File: config.mk
export PLATFORM = sky130hd
export DESIGN_NAME = switch_event_queue
export DESIGN_NICKNAME = d
export VERILOG_FILES = /design/src/rtl/switch_event_queue.sv
export SDC_FILE = /design/constraint.sdc
export NUM_CORES = 1
export LEC_CHECK = 0
export BUFFER_PORTS_ARGS = -buffer_cell sky130_fd_sc_hd__clkbuf_2
export CORE_MARGIN = 1
export CORE_UTILIZATION = 45
export CTS_BUF_LIST = sky130_fd_sc_hd__clkbuf_4
export DETAILED_ROUTE_END_ITERATION = 8
export GPL_TIMING_DRIVEN = 1
export PLACE_DENSITY = 0.73
export SLEW_MARGIN = 20
export SYNTH_ARGS = -nofsm -noshare
export SYNTH_HDL_FRONTEND = slang
export SYNTH_SLANG_ARGS = --single-unit
File: constraint.sdc
create_clock -name i_clock -period 8.1 [get_ports i_clock]
set_input_delay 1.62 -clock i_clock [delete_from_list [all_inputs] [get_ports i_clock]]
set_output_delay 1.62 -clock i_clock [all_outputs]
set_load 0.1 [all_outputs]
File: src/rtl/switch_event_queue.sv
// switch_event_queue: converts net level changes of debounced switches into {index, level}
// events, lowest pending index first, buffered in a first-word-fall-through FIFO.
module switch_event_queue #(
    parameter int INPUTS = 16,
    parameter int IDX_W  = 4,
    parameter int DEPTH  = 8,
    parameter int CNT_W  = 4
) (
    input  logic              i_clock,
    input  logic              i_reset,
    input  logic [INPUTS-1:0] i_switch_db,
    output logic              o_ev_valid,
    input  logic              i_ev_ready,
    output logic [IDX_W-1:0]  o_ev_index,
    output logic              o_ev_level,
    output logic [CNT_W-1:0]  o_ev_count,
    output logic [INPUTS-1:0] o_state
);
    localparam int PTR_W = $clog2(DEPTH);

    logic [INPUTS-1:0] r_cur, r_reported, w_pending;
    logic [IDX_W:0]    r_mem [DEPTH];
    logic [PTR_W-1:0]  r_rd, r_wr;
    logic [CNT_W-1:0]  r_count;
    logic [IDX_W-1:0]  w_sel;
    logic              w_valid, w_pop, w_push;

    // A switch is pending while its sampled level differs from the last level issued,
    // so toggles that cancel out before being pushed never produce an event.
    assign w_pending = r_cur ^ r_reported;
    assign w_valid   = r_count != '0;
    assign w_pop     = w_valid && i_ev_ready;
    assign w_push    = (|w_pending) && (r_count < CNT_W'(DEPTH) || w_pop);

    always_comb begin
        w_sel = '0;
        for (int i = INPUTS - 1; i >= 0; i--)
            if (w_pending[i]) w_sel = IDX_W'(i);
    end

    always_ff @(posedge i_clock) begin
        r_cur <= i_switch_db;
        if (i_reset) begin
            r_reported <= i_switch_db;
            r_rd       <= '0;
            r_wr       <= '0;
            r_count    <= '0;
        end else begin
            if (w_push) begin
                r_mem[r_wr]       <= {w_sel, r_cur[w_sel]};
                r_reported[w_sel] <= r_cur[w_sel];
                r_wr              <= r_wr + PTR_W'(1);
            end
            if (w_pop) r_rd <= r_rd + PTR_W'(1);
            r_count <= r_count + CNT_W'(w_push) - CNT_W'(w_pop);
        end
    end

    assign o_ev_valid = w_valid;
    assign o_ev_index = w_valid ? r_mem[r_rd][IDX_W:1] : '0;
    assign o_ev_level = w_valid && r_mem[r_rd][0];
    assign o_ev_count = r_count;
    assign o_state    = r_cur;
endmodule

# Word level (Yosys, flattened, before mapping)
# Memory sizes are Yosys's and may differ from the RTL's. A register that Yosys moved wholly into a read port is not among the register bits.
# Cells that the tools add are included.
[word_totals]
ff_bits = 42
ram_bits = 40
in_bits = 19
output_inout_bits = 26
mem_count = 1
[classes]
addsub = 4
n_lt_le_gt_ge = 3
muxes = 29
bitwise = 1
n_reduce_logical = 8
[mem_list]
columns = ["name", "words", "width", "rd", "rd_clocked_by_memory_dff", "wr", "line", "rtl"]
rows = [
  ["r_mem", 8, 5, 1, 1, 1, "22", "logic [IDX_W:0] r_mem [DEPTH];"],
]
[op_table]
columns = ["operator", "count"]
rows = [
  ["two-way mux 4 bit", 17],
  ["two-way mux 16 bit", 2],
  ["bitwise mux 16 bit", 1],
  ["OR reduction 16 bit", 1],
  ["XOR 16 bit", 1],
  ["adder 3 x 1 -> 3 bit, second input constant", 2],
  ["two-way mux 3 bit", 2],
  ["< comparator 4 x 5 -> 1 bit, second input constant", 1],
  ["two-way mux 1 bit", 5],
  ["adder 4 x 1 -> 4 bit", 1],
  ["binary-select mux 1 bit (select 4 bit)", 1],
  ["demux 1 bit (select 4 bit)", 1],
  ["greater-or-equal comparator 4 x 1 -> 1 bit, second input constant", 1],
  ["logical AND 1 bit", 4],
  ["< comparator 4 bit, second input constant", 1],
  ["nonzero test 4 bit", 1],
  ["subtractor 4 x 1 -> 4 bit", 1],
  ["nonzero test 2 bit", 1],
  ["logical OR 1 bit", 1],
]

# Logic depth before layout (Yosys ltp)
[depth]
ltp_word = 24
mapped_depth = 15
mapped_depth_nobuf = 14

# Worst setup path after synthesis
# OpenSTA, ideal clock, no wires.
[synth_path]
kind = "register to output"
start = "reg r_count[2], in the netlist o_ev_count[2]"
end = "out o_ev_index[0]"
arrival_ps = 2841
setup_slack_ps = 3639
path_stages_with_launch = 6
path_cell_list = "dfxtp_1 -> inv_1 -> ha_1 -> and2_1 -> clkbuf_1 -> nor2_1"
[synth_between]
elab_chain_cells = 2
[synth_rtl]
columns = ["item", "line", "rtl"]
rows = [
  ["start, declared", "24", "logic [CNT_W-1:0] r_count;"],
  ["start signal, assigned", "55", "r_count <= r_count + CNT_W'(w_push) - CNT_W'(w_pop);"],
  ["nonzero test 4 bit", "31", "assign w_valid = r_count != '0;"],
  ["two-way mux 4 bit", "60", "assign o_ev_index = w_valid ? r_mem[r_rd][IDX_W:1] : '0;"],
  ["end, declared", "14", "output logic [IDX_W-1:0] o_ev_index,"],
]
# No other way between the ends.

==> results.md <==
- TritonRoute pass-1 iters: 4
- Worst-path cell chain: mux4_2 -> mux2i_1 -> nor2_1 -> clkbuf_2
- Drt total wl: 8030 um
- CP max stage delay: 780 ps
- Root buffer cell: clkbuf_4
- Relative slew slack: 0.329
- Actual slew at the worst max-slew pin: 997 ps
- Placer congestion estimate: 0.916
- Clk slew on worst S/H paths: 140 ps
- Power density cells: 340 nW/um^2
- Tcrit/Tclk final: 0.500
- Core footprint: 8380 sq um
- Final setup TNS: 0 ps
- R2R setup slack: 4840 ps
- R2R cell count: 8
- Worst path required time: 6480 ps
- Critical path fanouts, max: 10
- RSZ-0062 raised after global routing: no
- Post-CTS Hold Buffers: 0
- Antenna Nets Post-Route: 0
- Mapped cell area: 3990 sq um
- Worst Path Arrival: 2430 ps
- Cts repair resizes: 0
- Deepest clock path buffer count: 2
- Number of H-tree levels: 3
- Top_reg_cell synth: edfxtp_1
- CTS buffer count: 9
- Max Freq: 247 MHz
- Max_cap viols: 0
- Worst reg2reg startpoint: r_reported[6]$_DFFE_PP_
- Worst hold path type: reg -> reg
- P_leak: 1.60 nW
- Detailed placement HPWL: 5900 um
- Routed via count: 2,709
- Synth area leaders: edfxtp_1 (42%), dfxtp_1 (15%), mux4_2 (5.6%)
- Layout cells sized above 1: 0.207
- N_diodes: 0
- Crit Path Category: reg -> out
- Placed instance area: 4300 sq um
- Final Setup Violations: 0
- CTS tree: done
- Drt wl/cell: 16.7 um
- Netlist cell types: 54
- Maximum number of pins on one net before global-route repair: 58
- First-pass GRT wire length: 12,900 um
- Ys Warns: 0
- Initial antenna violation count: 0
- Max Slew Vio Count: 0
- Sw power: 0.000702 W
- Hold path depth: 2
- Minimum clock period: 4050 ps
- Synth top area share: 0.422
- Starting Density: 0.476
- Worst path slowest cell: dfxtp_1
- Sw Ratio: 0.467
- Die span in y: 96.1 um
- Gate power share: 0.452
- Critical path startpoint category: register
- Skew final: 14.7 ps
- Die W: 96.1 um
- Synthesized area per cell: 12.2 sq um
- Post-CTS Setup Inserts: 0
- Total GRT Usage: 0.189
- Drt initial violations: 125
- Syn-to-layout area delta: 11.0%
- Hold Path End: r_rd[1]$_SDFFE_PP0P_
- Cell Rows: 33
- Worst Min Path Start: r_rd[1]$_SDFFE_PP0P_
- Via-to-Cell Ratio: 5.62
- Post-route cell area: 4420 sq um
- Sequential share of power: 0.402
- Clk_lat worst skew: 430 ps
- Asr flop ratio synth: 0
- Final hold violation count: 0
- Vias in the first global route: 2,645
- Residual DRC count: 0
- Max VDD drop: 176 uV
- Nets: 399
- Area leader, netlist: edfxtp_1
- Status: finished clean
- Syn_nets: 354
- Internal cell power: 0.000800 W
- Clock share of power: 0.146
- Reg-to-reg endpoint: r_mem[1][0]$_DFFE_PP_
- Remaining Overflow, GRT: 0
- Clock sinks: 85
- Post-synth EDFFs: 56
- Seq cells post-synth: 85
- Mapped Cells: 327
- Die area: 9240 sq um
- Buffers on Ports: 44
- Seq/Total Area, Yosys: 0.567
- Critical Path End Type: output pin
- Io pins: 45
-- worst max path at each step --
stage / slack, ps / to / cells after the start / start
after floorplan: 3640 / o_ev_index[0] / 5 / o_ev_count[2]$_SDFF_PP0_
after global placement: 4420 / o_ev_count[2]$_SDFF_PP0_ / 11 / i_ev_ready
after detailed placement: 4340 / o_ev_count[2]$_SDFF_PP0_ / 11 / i_ev_ready
after CTS: 3990 / o_ev_index[0] / 4 / register
after global routing: 3890 / o_ev_index[1] / 4 / register
final: 4050 / o_ev_level / 4 / register
-- cells in the mapped netlist (all sizes together), types with 3 or more instances --
master	number
mux2i	7
and4	3
a21oi	6
ha	7
dfxtp	29
xor2	14
mux4	10
nor4	3
o211ai	3
a32o	8
clkbuf	8
o21bai	16
xnor2	15
nand2	31
nor2	35
edfxtp	56
nand2b	3
o21ai	8
nand4	6
buf	4
nand3	4
inv	14
-- critical path, delay by kind of cell, from the launching register on --
family,cells,cell delay [ps]
buffers and inverters,1,370
multiplexers,2,790
flip-flops,1,780
AND/OR/NAND/NOR,1,60
-- placed cells by master, fill, tap and decap left out, types with 3 or more instances in the layout --
cell type   synthesis  routed
mux4_2             10      10
mux2i_1             7       7
nand3_1             4       4
xor2_1             14      14
dfxtp_1            29      29
nand4_1             6       6
a21oi_1             6       6
inv_1              13      13
o21bai_1           16      16
clkbuf_2            0      44
o21ai_0             6       6
edfxtp_1           56      56
nand2b_1            3       3
xnor2_1            15      15
nor2_1             35      35
clkinvlp_4          0       3
clkbuf_4            0      10
o211ai_1            3       3
nand2_1            31      31
nor4_1              3       3
a32o_1              8       8
ha_1                7       7
-- power by group through the flow --
stage / clock network, W / logic, W / registers (W)
floorplan: 0 / 0.000490 / 0.000666
global placement: 0 / 0.000670 / 0.000613
detailed placement: 0 / 0.000680 / 0.000616
CTS: 0.000223 / 0.000682 / 0.000605
global route: 0.000241 / 0.000732 / 0.000613
finish: 0.000220 / 0.000678 / 0.000604
-- flip-flops by register name, summed over array words and instances, names as in the netlist, named ones only --
name and flops:
r_reported 16, r_rd 3, o_ev_count 4, r_mem 40, o_state 16, r_wr 3
-- kinds of logic (layout without fill, tap and decap cells) --
kind of cell    Yosys count  after routing  synth area share
simple gates            101            101             0.121
flops                    85             85             0.567
compound gates           58             58             0.112
xor+xnor                 29             29            0.0637
buf+inv                  26             76            0.0267
mux                      19             19            0.0797
fa+ha+maj                 9              9            0.0295
-- layer usage --
layer / routed length (um) / share of wire / GRT usage
met4: 170 / 0.021 / 0.0796
met5: 0 / 0 / 0
met1: 3480 / 0.43 / 0.236
met2: 4010 / 0.50 / 0.325
met3: 371 / 0.046 / 0.0292
-- stage by stage --
step	std cells	setup WS [ps]	hold WS (ps)	util	total power (W)
final	482	4050	498	0.528	0.00150
after global routing	482	3890	525	0.528	0.00159
after CTS	482	3990	505	0.528	0.00151
after detailed placement	466	4340	486	0.513	0.00130
after global placement	466	4420	467	0.513	0.00128
after floorplan	327	3640	454	-	0.00116
-- cell type report --
class                      instances  area (sq um)
multi-input combinational        216          1620
sequential                        85          2260
inverter                          14          52.6
fill                             736          3960
clock inverter                     6          48.8
clock buffer                      10          75.1
timing repair buffer              46           235
tap                              105           131
Power figures use the tool's default switching activity.
